[config.mk]
export PLATFORM = sky130hd
export DESIGN_NAME = cache_miss_fsm
export DESIGN_NICKNAME = d
export VERILOG_FILES = /design/src/rtl/cache_miss_fsm.sv
export SDC_FILE = /design/constraint.sdc
export NUM_CORES = 1
export LEC_CHECK = 0
export CORE_UTILIZATION = 45
export DETAILED_ROUTE_END_ITERATION = 8
export GPL_TIMING_DRIVEN = 0
export PLACE_DENSITY = 0.87
export SKIP_CTS_REPAIR_TIMING = 1
export SLEW_MARGIN = 20
export SYNTH_ARGS = -nofsm -noshare
export SYNTH_HDL_FRONTEND = slang
export SYNTH_SLANG_ARGS = --single-unit
[constraint.sdc]
create_clock -name clk_i -period 3.9 [get_ports clk_i]
set_clock_uncertainty 0.1 [all_clocks]
set_input_delay 0.78 -clock clk_i [delete_from_list [all_inputs] [get_ports clk_i]]
set_output_delay 0.78 -clock clk_i [all_outputs]
set_load 0.01 [all_outputs]
[src/rtl/cache_miss_fsm.sv]
// Cache set controller: decodes hits into the set control word and runs
// the dirty write-back plus line refill against word-wide memory on a miss.
module cache_miss_fsm #(
    parameter int TAG_WIDTH    = 22,
    parameter int INDEX_WIDTH  = 6,
    parameter int OFFSET_WIDTH = 4
) (
    input  logic                 clk_i,
    input  logic                 rst_i,
    input  logic                 read_en_i,
    input  logic                 write_en_i,
    input  logic [31:0]          addr_i,
    input  logic                 hit_i,
    input  logic                 dirty_i,
    input  logic [TAG_WIDTH-1:0] tag_i,
    input  logic                 mem_ready_i,
    output logic [5:0]           control_o,
    output logic [31:0]          mem_addr_o,
    output logic                 mem_req_o,
    output logic                 mem_we_o,
    output logic                 stall_o
);

    localparam int CNT_W  = OFFSET_WIDTH - 2;
    localparam int LINE_W = 32 - OFFSET_WIDTH;
    localparam logic [CNT_W-1:0] LAST_WORD = '1;

    localparam logic [5:0] CTRL_READ_HIT  = 6'b000011;
    localparam logic [5:0] CTRL_WRITE_HIT = 6'b101111;
    localparam logic [5:0] CTRL_FILL_WORD = 6'b100000;
    localparam logic [5:0] CTRL_FILL_LAST = 6'b111000;

    typedef enum logic [1:0] {
        IDLE       = 2'd0,
        WRITE_BACK = 2'd1,
        REFILL     = 2'd2
    } state_t;

    state_t                 r_state, w_state_next;
    logic [CNT_W-1:0]       r_cnt, w_cnt_next;
    logic [LINE_W-1:0]      r_line, w_line_next;
    logic [TAG_WIDTH-1:0]   r_victim_tag, w_victim_tag_next;

    logic                   w_req;
    logic [INDEX_WIDTH-1:0] w_index;
    logic [TAG_WIDTH-1:0]   w_line_tag;
    logic [5:0]             w_control;
    logic [31:0]            w_mem_addr;
    logic                   w_mem_req;
    logic                   w_mem_we;
    logic                   w_stall;

    assign w_req      = read_en_i | write_en_i;
    assign w_index    = r_line[INDEX_WIDTH-1:0];
    assign w_line_tag = r_line[LINE_W-1:INDEX_WIDTH];

    always_ff @(posedge clk_i or posedge rst_i) begin
        if (rst_i) begin
            r_state      <= IDLE;
            r_cnt        <= '0;
            r_line       <= '0;
            r_victim_tag <= '0;
        end else begin
            r_state      <= w_state_next;
            r_cnt        <= w_cnt_next;
            r_line       <= w_line_next;
            r_victim_tag <= w_victim_tag_next;
        end
    end

    always_comb begin
        w_state_next      = r_state;
        w_cnt_next        = r_cnt;
        w_line_next       = r_line;
        w_victim_tag_next = r_victim_tag;
        w_control         = '0;
        w_mem_addr        = '0;
        w_mem_req         = 1'b0;
        w_mem_we          = 1'b0;
        w_stall           = 1'b0;

        case (r_state)
            IDLE: begin
                if (w_req) begin
                    if (hit_i) begin
                        w_control = write_en_i ? CTRL_WRITE_HIT : CTRL_READ_HIT;
                    end else begin
                        w_stall           = 1'b1;
                        w_line_next       = addr_i[31:OFFSET_WIDTH];
                        w_victim_tag_next = tag_i;
                        w_cnt_next        = '0;
                        w_state_next      = dirty_i ? WRITE_BACK : REFILL;
                    end
                end
            end

            WRITE_BACK: begin
                // offset_sel stays 0 so the set presents the word at mem_addr's offset
                w_mem_req  = 1'b1;
                w_mem_we   = 1'b1;
                w_stall    = 1'b1;
                w_mem_addr = {r_victim_tag, w_index, r_cnt, 2'b00};
                if (mem_ready_i) begin
                    if (r_cnt == LAST_WORD) begin
                        w_cnt_next   = '0;
                        w_state_next = REFILL;
                    end else begin
                        w_cnt_next = r_cnt + 1'b1;
                    end
                end
            end

            REFILL: begin
                w_mem_req  = 1'b1;
                w_stall    = 1'b1;
                w_mem_addr = {w_line_tag, w_index, r_cnt, 2'b00};
                if (mem_ready_i) begin
                    if (r_cnt == LAST_WORD) begin
                        w_control    = CTRL_FILL_LAST;
                        w_cnt_next   = '0;
                        w_state_next = IDLE;
                    end else begin
                        w_control  = CTRL_FILL_WORD;
                        w_cnt_next = r_cnt + 1'b1;
                    end
                end
            end

            default: begin
                w_state_next = IDLE;
                w_cnt_next   = '0;
            end
        endcase
    end

    // Reset silences every output at once, even while a request is still presented.
    assign control_o  = rst_i ? 6'b0  : w_control;
    assign mem_addr_o = rst_i ? 32'b0 : w_mem_addr;
    assign mem_req_o  = rst_i ? 1'b0  : w_mem_req;
    assign mem_we_o   = rst_i ? 1'b0  : w_mem_we;
    assign stall_o    = rst_i ? 1'b0  : w_stall;

endmodule

==> run summary <==
## Global routing
* met2 — highest-utilization routing layer at the global route stage
* 3.44% — GR Layer Usage met3
* 10,200 um — wire length of the first global-routing pass
* 32.5% — met2 capacity usage during global routing
* 28.7% — global-route track usage on met1
* 57 — maximum number of pins on one net before global-route repair
* 2,026 — vias in the first global route
* 0 — total gr overflow
* 20.5% — Total GRT Usage
* 0 — initial antenna violation count

## Power and ir drop
* 1.80 mW — Int Pwr
* 669 mW/mm^2 — Pwr Density
* 1.84 nW — Static Leakage
* 0.891 mW — P_sw
* 50.3% — combinational share of power
* 11.8% — clock group share of total power
* 0.331 mV — worst IR drop on VDD
* 33.1% — net switching share of the total power
* 37.8% — Flop pwr share

## Hold path
* 1 — Hold Path Cell Cnt
* reg -> reg — worst min path class
* r_line[2] — Hold Path Origin

## STA
* 0.190 ns — final critical-path setup slack
* 65.1% — Slew headroom
* 0 — Fin. Hold Viols
* 0.523 ns — Tightest Pin Transition
* 95.1% — Tcrit/Tclk final
* 0 — fin. max-slew vios
* false — RSZ-0062 raised after global routing
* 3.71 ns — clock period minus worst slack
* 0 — # setup viols final
* 270 MHz — achievable clock frequency

## Cells and area
* 0.00402 sq mm — final design instance area without fill
* sky130_fd_sc_hd__clkdlybuf4s50_1 — most common cell after layout, fill and taps aside
* 0 — number of antenna diodes
* 391 — NumNets Final
* 66.7% — Final Util
* 39.9% — Area growth, synth to finish
* 23.1% — fraction of layout instances using a drive strength above 1
* sky130_fd_sc_hd__clkdlybuf4s50_1, sky130_fd_sc_hd__dfrtp_1, sky130_fd_sc_hd__mux2_4 — top library cells by usage in the layout, fill and taps aside
* 399 — final standard cell count with taps included and fillers excluded

## CTS
* 0.09 ns — clock slew at reported path FFs
* yes — CTS tree
* 54 — CTS sink cnt
* 2 — maximum level of the CTS H-tree
* 2 — buffer depth of the longest clock path
* sky130_fd_sc_hd__clkbuf_8 — root buffer selected by CTS
* 0.31 ns — worst-skew pair later-pin latency
* 5 — number of buffers inserted during clock tree synthesis

## Placed design
* 95 — I/O Buffers
* 0.0740 ns — worst slack after detailed placement
* 4710 um — detailed placement HPWL
* 0.00392 sq mm — instance area after placement
* 0.753 — global placer's final weighted congestion
* 391 — Placed Cells incl. Taps

## Routing
* 64 — Iter 0 DRT Violations
* 0 — post-route ant nets
* 0 — number of DRC violations after detailed routing
* 16.4 um — detailed-route wire length per cell
* 6550 um — aggregate routed wire length
* 5.11 — detail-routed via count per cell
* 2,040 — routed vias
* 4 — number of detailed-route iterations in the first pass

## Logic synthesis
* 0 — yosys synthesis warning count
* 32 — number of library cell types mapped by synthesis
* 220 — post-synthesis cell count
* 0.00287 sq mm — summed instance area of the synthesized netlist
* 47.0% — sequential-to-total area share from yosys stat
* 13.1 sq um — mean instance size in the synthesized netlist
* 54 — number of synthesized register bits

## Floorplanning
* 28 — floorplan row count
* 81.9 um — die height
* 0.00671 sq mm — Die ar.
* 81.9 um — x dimension of the die
* 102 — Top Ports
* 47.7% — initial standard-cell utilization of the core
* 0.00603 sq mm — core outline area

## Setup path
* in -> out — category of the critical setup timing path
* primary input — Critical Path Start Type
* sky130_fd_sc_hd__clkdlybuf4s50_1 — slowest stage cell, crit path
* 2.83 ns — worst path arrival time
* 0.58 ns — Largest stage delay, worst path
* 3.02 ns — WP data required
* output port — crit path capture type
* 6 — reg2reg path depth
* r_state[1] — worst r2r src
* 10 — biggest fanout along the worst timing path
* hit_i — startpoint of the worst setup timing path
* clkdlybuf4s50_1 -> o21bai_4 -> or2_1 -> buf_6 -> buf_6 -> a211oi_1 -> clkdlybuf4s50_1 — cell chain of the critical path

## Run status
* finished, final reports clean — status

## Flow run
* 0 — Maximum Capacitance Violations

## synth_stat cells, drive strengths merged
| cell | n | share of area, % |
|---|---|---|
| and2 | 6 | 1.3 |
| a22oi | 22 | 5.7 |
| o211a | 1 | 0.35 |
| inv | 8 | 1.0 |
| a2111oi | 1 | 0.52 |
| a21oi | 1 | 0.17 |
| and4 | 1 | 0.30 |
| a32oi | 1 | 0.30 |
| nand2 | 2 | 0.26 |
| or2 | 2 | 0.44 |
| conb | 1 | 0.13 |
| a211oi | 1 | 0.26 |
| buf | 11 | 3.5 |
| mux2 | 51 | 26 |
| mux2i | 3 | 1.0 |
| nor2 | 27 | 3.5 |
| nand2b | 1 | 0.22 |
| a22o | 1 | 0.30 |
| clkbuf | 8 | 1.0 |
| ha | 7 | 3.0 |
| o21bai | 1 | 0.65 |
| o21ba | 1 | 0.35 |
| nand4b | 1 | 0.30 |
| nor2b | 3 | 0.65 |
| o2111a | 1 | 0.39 |
| dfrtp | 54 | 47 |
| nor3 | 2 | 0.35 |
| a2bb2oi | 1 | 0.30 |
## critical path: cells and delay by family
kind / cells / cell delay, ns
and+or+nand+nor: 1 / 0.22
buffers and inverters: 4 / 1.35
AOI/OAI and AO/OA: 2 / 0.47
## cell families (layout without fill, tap and decap cells)
logic type / Yosys count / after routing / synth area share (%)
AO/OA/AOI/OAI: 32 / 32 / 9.36
other: 1 / 2 / 0.131
flip-flops: 54 / 54 / 47.0
AND/OR/NAND/NOR: 45 / 45 / 7.36
multiplexers: 54 / 54 / 27.4
adder cells (fa/ha/maj): 7 / 7 / 3.05
buffers and inverters: 27 / 130 / 5.62
## final timing paths
check	slack (ns)	endpoint
min in group asynchronous	0.95	r_state[1]
max in group asynchronous	2.40	r_victim_tag[6]
worst min-delay path	0.41	r_line[2]
worst min register to register	0.41	r_line[2]
worst max-delay path	0.19	stall_o
worst max register to register	1.89	r_state[0]
## registers in the layout, summed over array words and instances, names as in the netlist
register,cells
r_cnt,2
r_line,28
r_state,2
r_victim_tag,22
## per-stage QoR
step	power [mW]	setup TNS, ns	hold slack, ns
after floorplan	1.95	0	0.373
after global placement	2.32	-3.51	0.381
after detailed placement	2.38	0	0.388
after CTS	2.71	0	0.411
after global routing	2.87	0	0.433
final	2.69	0	0.405
## power groups by stage
stage          Combinational [mW]  Clock, mW  Sequential [mW]
3_3_place_gp                 1.31          0             1.00
6_report                     1.35      0.318             1.02
2_1_floorplan               0.979          0            0.967
3_5_place_dp                 1.36          0             1.02
4_1_cts                      1.36      0.330             1.01
5_1_grt                      1.46      0.352             1.05
## per-layer routing
metal / vias up / wire [um]
met5: - / 0
met4: 0 / 61
met3: 6 / 321
met2: 74 / 3110
met1: 990 / 3060
li1: 970 / -
## layout make-up
class                      count  area (sq um)
inverter                       8          35.0
sequential                    54          1350
multi-input combinational    140          1360
timing repair buffer          95           951
tap                           75          93.8
clock buffer                   7          86.3
fill                         506          2010
buffer                        19           134
clock inverter                 1          5.00
(Power assumes the default switching activity.)
